### src/rtl/dlx_pkg.sv
// Shared DLX multicycle definitions: phase encoding (matches the controller state)
// and the error codes reported by the phase checker.
package dlx_pkg;

    typedef enum logic [2:0] {
        P_IF  = 3'd0,
        P_ID  = 3'd1,
        P_EX  = 3'd2,
        P_MEM = 3'd3,
        P_WB  = 3'd4
    } phase_t;

    typedef enum logic {
        WAIT_IF = 1'b0,
        TRACK   = 1'b1
    } chk_state_t;

    localparam logic [1:0] ERR_NONE   = 2'b00;
    localparam logic [1:0] ERR_ONEHOT = 2'b01;
    localparam logic [1:0] ERR_ORDER  = 2'b10;

    function automatic phase_t next_phase(input phase_t p);
        return (p == P_WB) ? P_IF : phase_t'(p + 3'd1);
    endfunction

endpackage

### src/rtl/phase_enc.sv
// One-hot phase-strobe encoder; strobes[0]=IF .. strobes[4]=WB.
module phase_enc
    import dlx_pkg::*;
(
    input  logic [4:0] strobes,
    output phase_t     phase,
    output logic       is_onehot
);

    always_comb begin
        is_onehot = 1'b1;
        phase     = P_IF;
        case (strobes)
            5'b00001: phase = P_IF;
            5'b00010: phase = P_ID;
            5'b00100: phase = P_EX;
            5'b01000: phase = P_MEM;
            5'b10000: phase = P_WB;
            default:  is_onehot = 1'b0;
        endcase
    end

endmodule

### config.mk
export PLATFORM = sky130hd
export DESIGN_NAME = phase_enc
export DESIGN_NICKNAME = d
export VERILOG_FILES = /design/src/rtl/dlx_pkg.sv /design/src/rtl/phase_enc.sv
export SDC_FILE = /design/constraint.sdc
export NUM_CORES = 1
export LEC_CHECK = 0
export ABC_AREA = 1
export BUFFER_PORTS_ARGS = -buffer_cell sky130_fd_sc_hd__buf_2
export CAP_MARGIN = 40
export CORE_AREA = 5 5 42 44
export DETAILED_ROUTE_END_ITERATION = 12
export DIE_AREA = 0 0 47 49
export SYNTH_ARGS = -nofsm -noshare
export SYNTH_HDL_FRONTEND = slang
export SYNTH_SLANG_ARGS = --single-unit
### constraint.sdc
create_clock -name vclk -period 0.8
set_input_delay 0.16 -clock vclk [all_inputs]
set_output_delay 0.16 -clock vclk [all_outputs]
set_load 0.01 [all_outputs]
==> flow_summary_export.csv, run 1 <==
group,metric,value,unit
route,antenna_left,0,
placement,io_buffers,9,
timing,period_minus_slack,0.936,ns
floorplan,start_util,7.95,%
finish,regArea,0,um2
route,drtPass1Iterations,1,
floorplan,die_y,49,um
timing,setup_tns,-0.251,ns
floorplan,die-area,2300,um2
global_route,grt_overflow,0,
placement,place_congestion,0.675,
finish,design.seq.count,0,
worst_setup_path,slowest_stage,"nor2_2",
global_route,grt_pass1_vias,140,
timing,whs,0.656,ns
synthesis,syn_inst,27,
route,drt_iter0_markers,0,
route,wl_per_cell,7.51,um
worst_setup_path,arrival,0.78,ns
timing,fmax,1070,MHz
timing,maxSlewViolCount,0,
power_and_ir_drop,vdd_drop_max,0.0588,mV
route,dr_wl_met2,204,um
synthesis,ys_seq_area_share,0,%
floorplan,coreArea,1400,um2
min_path,worstHoldPathType,"in -> out",
timing,worstMarginPinSlew,0.140,ns
route,wl_met1,119,um
synthesis,yosysWarnings,0,
route,top_layer,"met4",
floorplan,die_w,47,um
finish,fin_nets,44,
flow_run,max_cap_violations,0,
timing,rsz0062_at_grt,"true",
global_route,antenna_found_initial,0,
floorplan,ios,9,
run_status,status,"finished with violations",
finish,drive_above_1_share,59.5,%
worst_setup_path,crit_path_max_fanout,3,
route,vias_per_cell,3.53,
global_route,grt_max_degree,5,
clocking,cts_setup_buffers,0,
power_and_ir_drop,leakage,0.000161,uW
route,wl_met3,48,um
route,drc,0,
route,route.vias.total,187,
global_route,grt_pass1_wl,469,um
worst_setup_path,cpMostUsedCell,"nand2_1",
synthesis,ys_types,6,
worst_setup_path,max_stage_delay,0.15,ns
timing,hold_viol,0,
floorplan,num_rows,14,
timing,period_share,117,%
worst_setup_path,required,0.64,ns
finish,fill_cells,168,
timing,slew_headroom,90.6,%
finish,area_growth_syn_to_layout,133,%
route,routed_wirelength,398,um
synthesis,syn-num-nets,32,
worst_setup_path,cp_cell_sequence,"buf_8, nor2_2, nand3_2, nand2_1, inv_1, nand2_1, buf_2",
run_status,violations,"setup timing",
min_path,holdPathEnd,"phase[2]",
power_and_ir_drop,powerDensity,416,nW/um2
global_route,grt_util_all_layers,2.46,%
synthesis,syn_area,111,um2
worst_setup_path,crit_type,"in -> out",
worst_setup_path,startpoint_type,"input port",
min_path,hold_depth,5,
min_path,min_from,"strobes[2]",
finish,nClkBuffers,0,
timing,setup_slack,-0.136,ns
finish,antenna_cells,0,
synthesis,post_synth.cell_area_avg,4.12,um2
timing,setup_viol,4,
worst_setup_path,endpoint_kind,"output port",
placement,dp_hpwl,277,um
-- critical path, delay by kind of cell --
family | cells | cell delay (ns)
and+or+nand+nor | 4 | 0.36
buffers and inverters | 3 | 0.25
-- layer usage --
layer  vias up  GRT usage, %
met5         -             0
met4         0             0
li1         96             -
met1        80          2.83
met3         2             0
met2         9          4.98
-- cells in the mapped netlist --
| library cell | number | area share, % |
|---|---|---|
| inv_1 | 8 | 27 |
| inv_2 | 1 | 3.4 |
| nand2_1 | 9 | 30 |
| nand3_1 | 4 | 18 |
| nor2_1 | 3 | 10 |
| nor2_2 | 2 | 11 |
-- repair_timing --
action / CTS / global route
pin swaps: 5 / 6
hold buffers: 0 / 0
gates resized for setup: 9 / 14
endpoints found under the setup margin: 4 / 4
-- through the flow --
step	setup slack (ns)	instances	instance area, um2	power, uW	utilization [%]
6_report	-0.136	53	259	108	18.5
5_1_grt	-0.210	53	259	118	18.5
4_1_cts	-0.184	53	215	82.7	15.4
3_5_place_dp	-0.196	53	184	65.8	13.1
3_3_place_gp	-0.172	53	184	63.8	13.1
2_1_floorplan	0.0617	27	111	31.5	-
-- worst max-delay path by stage --
stage,from,end,slack [ns],cells past startpoint
2_1_floorplan,strobes[1],is_onehot,0.06,7
3_3_place_gp,strobes[1],is_onehot,-0.17,9
4_1_cts,strobes[0],is_onehot,-0.18,9
3_5_place_dp,strobes[1],is_onehot,-0.20,9
6_report,strobes[0],is_onehot,-0.14,7
5_1_grt,strobes[3],is_onehot,-0.21,7
-- power breakdown --
| part | switching [uW] | leakage [uW] | total (uW) | internal [uW] |
|---|---|---|---|---|
| registers | 0 | 0 | 0 | 0 |
| logic | 55.6 | 0.000161 | 108 | 52.1 |
| clock network | 0 | 0 | 0 | 0 |
-- cells by family after synthesis --
family	count (synthesis)	synth area share (%)
buffers and inverters	9	30.3
AND/OR/NAND/NOR	18	69.7
-- cell usage in the layout, fill, tap and decap left out --
| cell type | n |
|---|---|
| nand3_2 | 2 |
| inv_1 | 5 |
| nand2_1 | 7 |
| buf_6 | 2 |
| inv_4 | 1 |
| buf_4 | 1 |
| inv_2 | 2 |
| nand2_2 | 1 |
| nand3_1 | 2 |
| buf_8 | 2 |
| nor2_2 | 2 |
| buf_2 | 5 |
| nor2_4 | 2 |
| inv_6 | 1 |
| nor2_1 | 1 |
| nand2_4 | 1 |
-- final cells by class --
type	instances	area (um2)	share of cell area, %
Timing Repair Buffer	10	85.1	32.9
Multi-Input combinational cell	18	113	43.5
Inverter	9	41.3	15.9
Tap cell	16	20.0	7.73
(Power assumes the default switching activity.)
==> run 2: changes to the inputs <==
==> constraint.sdc (replaced) <==
create_clock -name vclk -period 0.8
set_input_delay 0.08 -clock vclk [all_inputs]
set_output_delay 0.08 -clock vclk [all_outputs]
set_load 0.01 [all_outputs]
==> flow_summary_export.csv, run 2 (synthesized netlist as in run 1, its figures left out) <==
group,metric,value,unit
worst_setup_path,slowest_stage,"buf_2",
finish,antenna_cells,0,
finish,multi_input_area,118,um2
worst_setup_path,cp_cell_sequence,"buf_8, inv_6, nand2_4, nor2_4, nand2_2, nand2_1, inv_1, nand2_1, buf_2",
route,drc,0,
route,drtPass1Iterations,1,
min_path,hold_depth,5,
global_route,top_usage_layer,"met2",
route,route.vias.total,179,
route,antenna_left,0,
global_route,grt_pass1_vias,125,
worst_setup_path,startpoint_type,"input port",
placement,place_congestion,0.672,
power_and_ir_drop,powerDensity,409,nW/um2
timing,slew_headroom,91.4,%
finish,fin_nets,44,
timing,period_minus_slack,0.760,ns
worst_setup_path,required,0.72,ns
floorplan,num_rows,14,
global_route,use_met1,2.83,%
floorplan,start_util,7.95,%
flow_run,max_cap_violations,0,
timing,setup_viol,0,
worst_setup_path,max_stage_delay,0.12,ns
power_and_ir_drop,leakage,0.000161,uW
finish,area_growth_syn_to_layout,139,%
finish,regArea,0,um2
timing,fmax,1320,MHz
timing,hold_viol,0,
floorplan,coreArea,1400,um2
worst_setup_path,crit_path_max_fanout,3,
timing,setup_tns,0,ns
finish,layout_commonest_cell,"nand2_1",
floorplan,die_w,47,um
timing,whs,0.494,ns
finish,nClkBuffers,0,
global_route,grt_util_all_layers,2.25,%
floorplan,die_y,49,um
global_route,gr-usage-met3,0,%
global_route,grt_overflow,0,
finish,fill_cells,163,
min_path,worstHoldPathType,"in -> out",
route,vias_per_cell,3.38,
timing,period_share,95.0,%
route,drt_iter0_markers,0,
power_and_ir_drop,vdd_drop_max,0.0521,mV
run_status,status,"completed",
finish,final_cell_mix,"nand2_1 (7), inv_1 (5), buf_2 (5), nand3_2 (3)",
timing,rsz0062_at_grt,"true",
global_route,grt_max_degree,5,
global_route,grt_pass1_wl,427,um
timing,worstMarginPinSlew,0.128,ns
timing,setup_slack,0.0398,ns
finish,drive_above_1_share,62.2,%
worst_setup_path,endpoint_kind,"output port",
finish,design.seq.count,0,
route,wl_per_cell,6.57,um
worst_setup_path,arrival,0.68,ns
placement,io_buffers,9,
route,routed_wirelength,348,um
floorplan,ios,9,
worst_setup_path,cpMostUsedCell,"nand2_1",
global_route,met2_usage,4.30,%
worst_setup_path,crit_type,"in -> out",
placement,dp_hpwl,264,um
global_route,antenna_found_initial,0,
placement,place_ws,-0.0250,ns
floorplan,die-area,2300,um2
timing,maxSlewViolCount,0,
## run 2: cell counts in the layout (fill, tap and decap cells not counted)
No cell type changed its count.
## run 2: power by group
group | internal (uW) | switching, uW | total [uW] | leakage (uW)
registers | 0 | 0 | 0 | 0
logic | 52.9 | 56.2 | 109 | 0.000161
clock network | 0 | 0 | 0 | 0
## run 2: final cells by class
class | instances | area share (%)
multi-input cells | 18 | 44.1
repair buffers | 10 | 31.9
inverters | 9 | 16.4
well taps | 16 | 7.51
## run 2: metal layers
metal	wire, um	share of wire, %	vias to the layer above
met3	34	9.8	0
met5	0	0	-
li1	-	-	97
met4	0	0	0
met1	110	32	75
met2	203	58	7
## run 2: metrics by stage
| stage | total power [uW] | util, % | instance area [um2] | std cells |
|---|---|---|---|---|
| detailed placement | 61.9 | 12.6 | 176 | 52 |
| global placement | 60.2 | 12.6 | 176 | 52 |
| CTS | 74.2 | 14.0 | 196 | 52 |
| finish | 109 | 19.0 | 267 | 53 |
| floorplan | 31.5 | - | 111 | 27 |
| global route | 121 | 19.0 | 267 | 53 |
## run 2: final timing paths
kind	start	end	slack (ns)
setup / recovery	strobes[1]	is_onehot	0.04
hold / removal	strobes[2]	phase[2]	0.49
## run 2: timing repair
action | CTS | global route
gates resized for setup | 6 | 19
endpoints found under the setup margin | 1 | 1
endpoints found under the hold margin | 0 | 0
hold buffers | 0 | 0
setup buffers | 0 | 1
pin swaps | 3 | 9
## run 2: worst max-delay path, delay by kind of cell
kind	cells	cell delay [ns]
buf+inv	4	0.31
simple gates	5	0.28
==> run 3: changes to the inputs <==
--- a/config.mk
+++ b/config.mk
@@ -11,6 +11,7 @@
 export CORE_AREA = 5 5 42 44
 export DETAILED_ROUTE_END_ITERATION = 12
 export DIE_AREA = 0 0 47 49
+export SETUP_SLACK_MARGIN = 0.1
 export SYNTH_ARGS = -nofsm -noshare
 export SYNTH_HDL_FRONTEND = slang
 export SYNTH_SLANG_ARGS = --single-unit
==> flow_summary_export.csv, run 3 (synthesized netlist as in run 1, its figures left out) <==
group,metric,value,unit
finish,final_cell_mix,"nand2_1 (7), inv_1 (5), buf_2 (5), nand3_2 (3)",
timing,rsz0062_at_grt,"true",
floorplan,die_y,49,um
timing,hold_viol,0,
power_and_ir_drop,leakage,0.000161,uW
finish,layout_commonest_cell,"nand2_1",
global_route,gr-usage-met3,0,%
timing,whs,0.494,ns
power_and_ir_drop,vdd_drop_max,0.0521,mV
power_and_ir_drop,power.total,109,uW
timing,fmax,1320,MHz
global_route,grt_pass1_vias,125,
timing,period_minus_slack,0.760,ns
worst_setup_path,max_stage_delay,0.12,ns
global_route,use_met1,2.83,%
worst_setup_path,cpMostUsedCell,"nand2_1",
timing,setup_viol,0,
placement,place_ws,-0.0250,ns
global_route,grt_overflow,0,
floorplan,die_w,47,um
finish,regArea,0,um2
global_route,grt_pass1_wl,427,um
floorplan,ios,9,
placement,place_congestion,0.672,
worst_setup_path,startpoint_type,"input port",
placement,dp_cells,52,
floorplan,start_util,7.95,%
placement,io_buffers,9,
route,wl_per_cell,6.57,um
placement,dp_hpwl,264,um
timing,period_share,95.0,%
floorplan,num_rows,14,
global_route,grt_max_degree,5,
finish,area_growth_syn_to_layout,139,%
timing,slew_headroom,91.4,%
clocking,cts_hold_buf,0,
global_route,antenna_found_initial,0,
flow_run,max_cap_violations,0,
timing,maxSlewViolCount,0,
route,drt_iter0_markers,0,
global_route,top_usage_layer,"met2",
worst_setup_path,crit_path_max_fanout,3,
worst_setup_path,crit_end,"is_onehot",
route,routed_wirelength,348,um
timing,setup_slack,0.0398,ns
worst_setup_path,cp.depth,9,
worst_setup_path,critPathBufInv,4,
finish,fin_nets,44,
finish,design.seq.count,0,
route,drtPass1Iterations,1,
timing,worstMarginPinSlew,0.128,ns
route,vias_per_cell,3.38,
worst_setup_path,slowest_stage,"buf_2",
worst_setup_path,startpoint,"strobes[1]",
power_and_ir_drop,powerDensity,409,nW/um2
route,antenna_left,0,
finish,final_cells,53,
worst_setup_path,arrival,0.68,ns
floorplan,coreArea,1400,um2
finish,drive_above_1_share,62.2,%
worst_setup_path,required,0.72,ns
worst_setup_path,cp_cell_sequence,"buf_8, inv_6, nand2_4, nor2_4, nand2_2, nand2_1, inv_1, nand2_1, buf_2",
route,route.vias.total,179,
min_path,worstHoldPathType,"in -> out",
worst_setup_path,crit_type,"in -> out",
floorplan,die-area,2300,um2
worst_setup_path,endpoint_kind,"output port",
worst_setup_path,cp_top_family,"buffers and inverters",
finish,nClkBuffers,0,
global_route,grt_util_all_layers,2.25,%
finish,antenna_cells,0,
route,drc,0,
global_route,met2_usage,4.30,%
run_status,status,"completed",
==> run 3: cell counts in the layout (fill, tap and decap cells not counted) <==
No cell type changed its count.
==> run 3: per-stage QoR <==
| stage | util (%) | TNS, ns | instance area [um2] |
|---|---|---|---|
| detailed placement | 12.6 | -0.0250 | 176 |
| global route | 19.0 | -0.0228 | 267 |
| global placement | 12.6 | -0.0150 | 176 |
| finish | 19.0 | 0 | 267 |
| CTS | 14.0 | -0.00321 | 196 |
| floorplan | - | 0 | 111 |
==> run 3: worst min path at each step <==
stage,from,end,slack (ns),cells past startpoint
final,strobes[2],phase[2],0.49,5
after global placement,strobes[4],phase[2],0.53,4
after detailed placement,strobes[4],phase[2],0.53,4
after floorplan,strobes[3],phase[0],0.29,2
after CTS,strobes[1],phase[2],0.52,5
after global routing,strobes[2],phase[2],0.51,5
==> run 3: cell type report <==
| type | count | area, um2 |
|---|---|---|
| inverters | 9 | 43.8 |
| multi-input cells | 18 | 118 |
| repair buffers | 10 | 85.1 |
| fillers | 163 | 1130 |
| well taps | 16 | 20.0 |
==> run 3: what timing repair did <==
| item | in CTS | in global routing |
|---|---|---|
| setup buffers | 0 | 1 |
| pin swaps | 3 | 9 |
| resized for setup | 6 | 19 |
| endpoints found under the setup margin | 4 | 4 |
==> run 3: tightest hold or removal path, delay by kind of cell <==
| kind | cells | cell delay [ns] |
|---|---|---|
| AND/OR/NAND/NOR | 2 | 0.09 |
| buffers and inverters | 3 | 0.24 |
==> run 3: metal layers <==
layer  vias up  part of all wire [%]
met3         0                   9.8
met2         7                    58
met4         0                     0
li1         97                     -
met1        75                    32
met5         -                     0
==> run 3: power by group <==
group | switching, uW | internal (uW)
Combinational | 56.2 | 52.9
Clock | 0 | 0
Sequential | 0 | 0
